### src/rtl/airlock_sequencer.sv
// Airlock interlock controller: door sequencing plus pressurize, evacuate and
// dwell countdowns in one tick-enabled block. All outputs are registered.
module airlock_sequencer #(
  parameter int CNT_W       = 4,
  parameter int PRESS_TICKS = 7,
  parameter int EVAC_TICKS  = 8,
  parameter int DWELL_TICKS = 5
) (
  input  logic             clk,
  input  logic             reset,
  input  logic             tick,
  input  logic             evac_cmd,
  input  logic             press_cmd,
  input  logic             inner_req,
  input  logic             outer_req,
  input  logic             occupied,
  output logic             inner_open,
  output logic             outer_open,
  output logic [2:0]       phase,
  output logic [CNT_W-1:0] count,
  output logic             done,
  output logic             reject
);

  localparam logic [2:0] PH_PRESS_IDLE = 3'd0;
  localparam logic [2:0] PH_EVAC       = 3'd1;
  localparam logic [2:0] PH_VAC_IDLE   = 3'd2;
  localparam logic [2:0] PH_DWELL      = 3'd3;
  localparam logic [2:0] PH_PRESS      = 3'd4;

  localparam logic [CNT_W-1:0] CNT_ZERO = {CNT_W{1'b0}};
  localparam logic [CNT_W-1:0] CNT_ONE  = CNT_W'(1);
  localparam logic [CNT_W-1:0] PRESS_LD = CNT_W'(PRESS_TICKS);
  localparam logic [CNT_W-1:0] EVAC_LD  = CNT_W'(EVAC_TICKS);
  localparam logic [CNT_W-1:0] DWELL_LD = CNT_W'(DWELL_TICKS);

  logic [2:0]       phase_r;
  logic [2:0]       phase_nxt_s;
  logic [CNT_W-1:0] count_r;
  logic [CNT_W-1:0] count_nxt_s;
  logic             inner_open_r;
  logic             outer_open_r;
  logic             done_r;
  logic             reject_r;
  logic             inner_nxt_s;
  logic             outer_nxt_s;
  logic             done_nxt_s;
  logic             reject_nxt_s;
  logic             expire_s;

  function automatic logic [CNT_W-1:0] cnt_dec(input logic [CNT_W-1:0] c);
    cnt_dec = (c == CNT_ZERO) ? CNT_ZERO : (c - CNT_ONE);
  endfunction

  // A count of 1 (or a corrupted 0) means this tick finishes the timed state.
  assign expire_s = (count_r <= CNT_ONE);

  // State register: phase and remaining count.
  always_ff @(posedge clk or negedge reset) begin
    if (!reset) begin
      phase_r <= PH_PRESS_IDLE;
      count_r <= CNT_ZERO;
    end else begin
      phase_r <= phase_nxt_s;
      count_r <= count_nxt_s;
    end
  end

  // Next-state logic: transitions, counter loads/decrements, done/reject events.
  always_comb begin
    phase_nxt_s  = phase_r;
    count_nxt_s  = count_r;
    done_nxt_s   = 1'b0;
    reject_nxt_s = 1'b0;
    case (phase_r)
      PH_PRESS_IDLE: begin
        count_nxt_s = CNT_ZERO;
        if (evac_cmd) begin
          if (!inner_req && !inner_open_r) begin
            phase_nxt_s = PH_EVAC;
            count_nxt_s = EVAC_LD;
          end else begin
            reject_nxt_s = 1'b1;
          end
        end else begin
          phase_nxt_s = PH_PRESS_IDLE;
        end
      end
      PH_EVAC: begin
        if (press_cmd) begin
          phase_nxt_s = PH_PRESS;
          count_nxt_s = PRESS_LD;
        end else if (tick) begin
          if (expire_s) begin
            phase_nxt_s = PH_VAC_IDLE;
            count_nxt_s = CNT_ZERO;
            done_nxt_s  = 1'b1;
          end else begin
            count_nxt_s = cnt_dec(count_r);
          end
        end else begin
          count_nxt_s = count_r;
        end
      end
      PH_VAC_IDLE: begin
        count_nxt_s = CNT_ZERO;
        if (press_cmd) begin
          if (!outer_req && !outer_open_r) begin
            if (occupied) begin
              phase_nxt_s = PH_DWELL;
              count_nxt_s = DWELL_LD;
            end else begin
              phase_nxt_s = PH_PRESS;
              count_nxt_s = PRESS_LD;
            end
          end else begin
            reject_nxt_s = 1'b1;
          end
        end else begin
          phase_nxt_s = PH_VAC_IDLE;
        end
      end
      PH_DWELL: begin
        // Someone reaching for the outer door cancels the dwell, even on a tick.
        if (outer_req) begin
          phase_nxt_s = PH_VAC_IDLE;
          count_nxt_s = CNT_ZERO;
        end else if (tick) begin
          if (expire_s) begin
            phase_nxt_s = PH_PRESS;
            count_nxt_s = PRESS_LD;
            done_nxt_s  = 1'b1;
          end else begin
            count_nxt_s = cnt_dec(count_r);
          end
        end else begin
          count_nxt_s = count_r;
        end
      end
      PH_PRESS: begin
        if (evac_cmd) begin
          phase_nxt_s = PH_EVAC;
          count_nxt_s = EVAC_LD;
        end else if (tick) begin
          if (expire_s) begin
            phase_nxt_s = PH_PRESS_IDLE;
            count_nxt_s = CNT_ZERO;
            done_nxt_s  = 1'b1;
          end else begin
            count_nxt_s = cnt_dec(count_r);
          end
        end else begin
          count_nxt_s = count_r;
        end
      end
      default: begin
        phase_nxt_s = PH_PRESS_IDLE;
        count_nxt_s = CNT_ZERO;
      end
    endcase
  end

  // Output logic: a door may only follow its request while staying in its idle phase.
  always_comb begin
    inner_nxt_s = 1'b0;
    outer_nxt_s = 1'b0;
    if ((phase_r == PH_PRESS_IDLE) && (phase_nxt_s == PH_PRESS_IDLE)) begin
      inner_nxt_s = inner_req;
    end else begin
      inner_nxt_s = 1'b0;
    end
    if ((phase_r == PH_VAC_IDLE) && (phase_nxt_s == PH_VAC_IDLE)) begin
      outer_nxt_s = outer_req;
    end else begin
      outer_nxt_s = 1'b0;
    end
  end

  // Output registers: door drives and event strobes.
  always_ff @(posedge clk or negedge reset) begin
    if (!reset) begin
      inner_open_r <= 1'b0;
      outer_open_r <= 1'b0;
      done_r       <= 1'b0;
      reject_r     <= 1'b0;
    end else begin
      inner_open_r <= inner_nxt_s;
      outer_open_r <= outer_nxt_s;
      done_r       <= done_nxt_s;
      reject_r     <= reject_nxt_s;
    end
  end

  assign inner_open = inner_open_r;
  assign outer_open = outer_open_r;
  assign phase      = phase_r;
  assign count      = count_r;
  assign done       = done_r;
  assign reject     = reject_r;

  airlock_sequencer_chk u_chk (
    .clk        (clk),
    .reset      (reset),
    .inner_open (inner_open_r),
    .outer_open (outer_open_r),
    .phase      (phase_r)
  );

endmodule

// Interlock properties for the airlock: doors exclusive, phase code legal.
module airlock_sequencer_chk (
  input logic       clk,
  input logic       reset,
  input logic       inner_open,
  input logic       outer_open,
  input logic [2:0] phase
);

  a_doors_exclusive: assert property (@(posedge clk) disable iff (!reset)
    !(inner_open && outer_open));

  a_phase_legal: assert property (@(posedge clk) disable iff (!reset)
    (phase <= 3'd4));

endmodule

### config.mk
export PLATFORM = sky130hd
export DESIGN_NAME = airlock_sequencer
export DESIGN_NICKNAME = d
export VERILOG_FILES = /design/src/rtl/airlock_sequencer.sv
export SDC_FILE = /design/constraint.sdc
export NUM_CORES = 1
export LEC_CHECK = 0
export BUFFER_PORTS_ARGS = -buffer_cell sky130_fd_sc_hd__clkbuf_2
export CAP_MARGIN = 20
export CORE_MARGIN = 2
export CORE_UTILIZATION = 41
export CTS_BUF_LIST = sky130_fd_sc_hd__clkbuf_4 sky130_fd_sc_hd__clkbuf_8
export DETAILED_ROUTE_END_ITERATION = 12
export GPL_ROUTABILITY_DRIVEN = 0
export SLEW_MARGIN = 25
export SYNTH_ARGS = -nofsm -noshare
export SYNTH_HDL_FRONTEND = slang
export SYNTH_SLANG_ARGS = --single-unit
### constraint.sdc
create_clock -name clk -period 2.6 [get_ports clk]
set_input_delay 0.26 -clock clk [delete_from_list [all_inputs] [get_ports clk]]
set_output_delay 0.26 -clock clk [all_outputs]
set_load 0.02 [all_outputs]
==> impl_metrics.csv <==
group,metric,value,unit
routing,drc,0,
routing,vias,793,
clocking,cts_tree,"built",
timing,final-hold-violation-count,0,
finish,num_antenna_cells,0,
timing,rsz0062_at_grt,"false",
logic_synthesis,ys_types,39,
timing,worst_slack,0.912,ns
setup_path,start_kind,"flip-flop",
logic_synthesis,yosys_warnings,0,
setup_path,cp_slowest_cell,"or4b_4",
logic_synthesis,synth_top_area_frac,0.338,
timing,fmax,0.593,GHz
floorplan,start_util,0.423,
timing,slew_viol_final,0,
timing,fin_crit_sh,0.649,
global_route,grt_pass1_vias,676,
logic_synthesis,synth.net_count,107,
finish,fillCellCount,194,
setup_path,worstSetupEndpoint,"count[1]$_DFFE_PN0P_",
clocking,cts_hold_buf,1,
clocking,clk_pin_slew_worst_paths,0.07,ns
clocking,htreeDepth,1,
global_route,track_usage,0.161,
floorplan,coreArea,1920,µm²
finish,stdcell_count,140,
routing,viasPerCell,5.66,
global_route,overflow,0,
routing,drt_first_iter_violations,26,
clocking,clock_sinks,11,
timing,tightestPinTransition,0.510,ns
floorplan,ioPinCount,19,
finish,post-route-cell-area,922,µm²
routing,wl_per_cell,12.2,µm
clocking,clock_latency,0.27,ns
setup_path,crit_type,"reg2reg",
setup_path,slowest_delay,0.62,ns
place,hpwl,1.27,mm
worst_hold_path,hold_class,"in2reg",
logic_synthesis,synth-seq-cells,11,
clocking,cts-resized-gates,0,
status,status,"complete, no violations",
logic_synthesis,synth_edf_count,0,
setup_path,rrSetupSlack,0.91,ns
power,irDropWorstVdd,0.484,mV
logic_synthesis,yosys-top-cells-count,"dfrtp_1 (11), nand2_1 (9), a21oi_1 (8), o21ai_0 (8), inv_1 (6)",
routing,first_pass_iters,4,
timing,fin_crit,1.69,ns
finish,nets,122,
timing,fin_tns_setup,0,ns
logic_synthesis,synth_top_area_cell,"dfrtp_1",
setup_path,critPathMaxFanout,19,
setup_path,cp-end-kind,"flip-flop",
floorplan,die_x,48.5,µm
timing,setup_viol,0,
job,cap_violations,0,
clocking,cts-root-buf,"clkbuf_4",
routing,drt-total-wl,1.71,mm
setup_path,r2r-start,"phase[1]$_DFF_PN0_",
global_route,antenna_found_initial,0,
setup_path,worstPathArrival,1.86,ns
place,placed_area,882,µm²
place,placed_cells,135,
clocking,cts-buffers-inserted,3,
floorplan,dieArea,2360,µm²
logic_synthesis,synth_flop_cell,"dfrtp_1",
logic_synthesis,synth_cells,99,
clocking,cts_buffer_depth,2,
power,p_leak,0.429,nW
floorplan,num_rows,16,
power,pwr_density_cell,986,nW/µm²
logic_synthesis,ys_top_cells_by_area,"dfrtp_1 (34%), a21oi_1 (4.9%), o21ai_0 (4.9%)",
global_route,grt_pass1_wl,2.98,mm
setup_path,crit_start,"phase[1]$_DFF_PN0_",
place,dp_slack,0.919,ns
setup_path,cp_cell_sequence,"or4b_4 > nand2_2 > a21oi_1 > o311ai_1",
clocking,post_cts_buffers,0,
finish,final_core_util,0.480,
logic_synthesis,syn_area,813,µm²
setup_path,r2r_end,"count[1]$_DFFE_PN0P_",
finish,layout-drive-gt1-share,0.230,
global_route,grt_max_degree,20,
logic_synthesis,syn-mean-instance-area,8.21,µm²
routing,antenna_left,0,
setup_path,critPathRequiredTime,2.77,ns
timing,slew_headroom,0.660,
logic_synthesis,synthArstFlopShare,1.00,
finish,synthToLayoutAreaGrowth,13.4,%
logic_synthesis,ys_seq_area_frac,0.338,
floorplan,die_h,48.5,µm
place,portBuffers,18,
timing,skew,0.00574,ns
setup_path,r2r_cells,4,
logic_synthesis,synth.most_common_cell,"dfrtp_1",
cell type report:
class | instances | area, µm² | area share
multi-input cells | 73 | 460 | 0.499
inverters | 6 | 22.5 | 0.0244
repair buffers | 19 | 100 | 0.109
clock buffers | 4 | 30.0 | 0.0326
well taps | 27 | 33.8 | 0.0366
flip-flops and latches | 11 | 275 | 0.299
flip-flops by register name, summed over array words and instances (netlist names):
signal      cells
count           4
inner_open      1
reject          1
outer_open      1
phase           3
done            1
critical path: cells and delay by family, from the launching register on:
kind               cells  cell delay (ns)
AOI/OAI and AO/OA      2             0.31
DFF                    1             0.57
and+or+nand+nor        2             0.70
layer usage:
metal / track usage / vias to the layer above / wire [µm]
li1: - / 393 / -
met1: 0.238 / 374 / 815
met2: 0.231 / 22 / 757
met3: 0.0494 / 4 / 126
met4: 0.0286 / 0 / 10
met5: 0 / - / 0
logic make-up (layout without fill, tap and decap cells):
| kind of cell | after synthesis | after routing | share of synthesized area |
|---|---|---|---|
| DFF | 11 | 11 | 0.338 |
| buffers and inverters | 15 | 29 | 0.0954 |
| muxes | 1 | 1 | 0.0123 |
| and+or+nand+nor | 36 | 36 | 0.272 |
| AOI/OAI and AO/OA | 36 | 36 | 0.282 |
cell usage in the layout (no fill, tap or decap), types with 2 or more instances in the layout:
| master | instances |
|---|---|
| and3_1 | 2 |
| nor4_1 | 2 |
| clkbuf_2 | 18 |
| nor2_1 | 3 |
| nor3_1 | 3 |
| o22a_1 | 2 |
| nand2b_1 | 2 |
| nor3b_1 | 3 |
| o31ai_1 | 3 |
| inv_1 | 6 |
| a21oi_1 | 8 |
| nor4b_1 | 2 |
| nor2b_1 | 2 |
| o21ai_0 | 8 |
| dfrtp_1 | 11 |
| o21ai_1 | 4 |
| nand2_1 | 9 |
| clkbuf_4 | 4 |
report_power, final:
part	switching [mW]	internal, mW	total (mW)
combinational	0.242	0.190	0.432
sequential	0.129	0.224	0.354
clock	0.0532	0.0698	0.123
worst min path at each step:
stage	from	cells after the start	to	slack, ns
6_report	inner_req	2	inner_open$_DFF_PN0_	0.27
5_1_grt	inner_req	2	inner_open$_DFF_PN0_	0.27
4_1_cts	inner_req	2	inner_open$_DFF_PN0_	0.26
3_5_place_dp	reset	1	reject$_DFF_PN0_	0.15
3_3_place_gp	reset	1	reject$_DFF_PN0_	0.15
2_1_floorplan	reset	0	count[0]$_DFFE_PN0P_	-0.04
stage by stage:
step	hold WS [ns]	power, mW
after global placement	0.152	0.790
after detailed placement	0.151	0.789
after global routing	0.272	0.992
final	0.266	0.909
after CTS	0.261	0.914
after floorplan	-0.0356	0.692
Note: power is estimated with default switching activity, not from simulation.
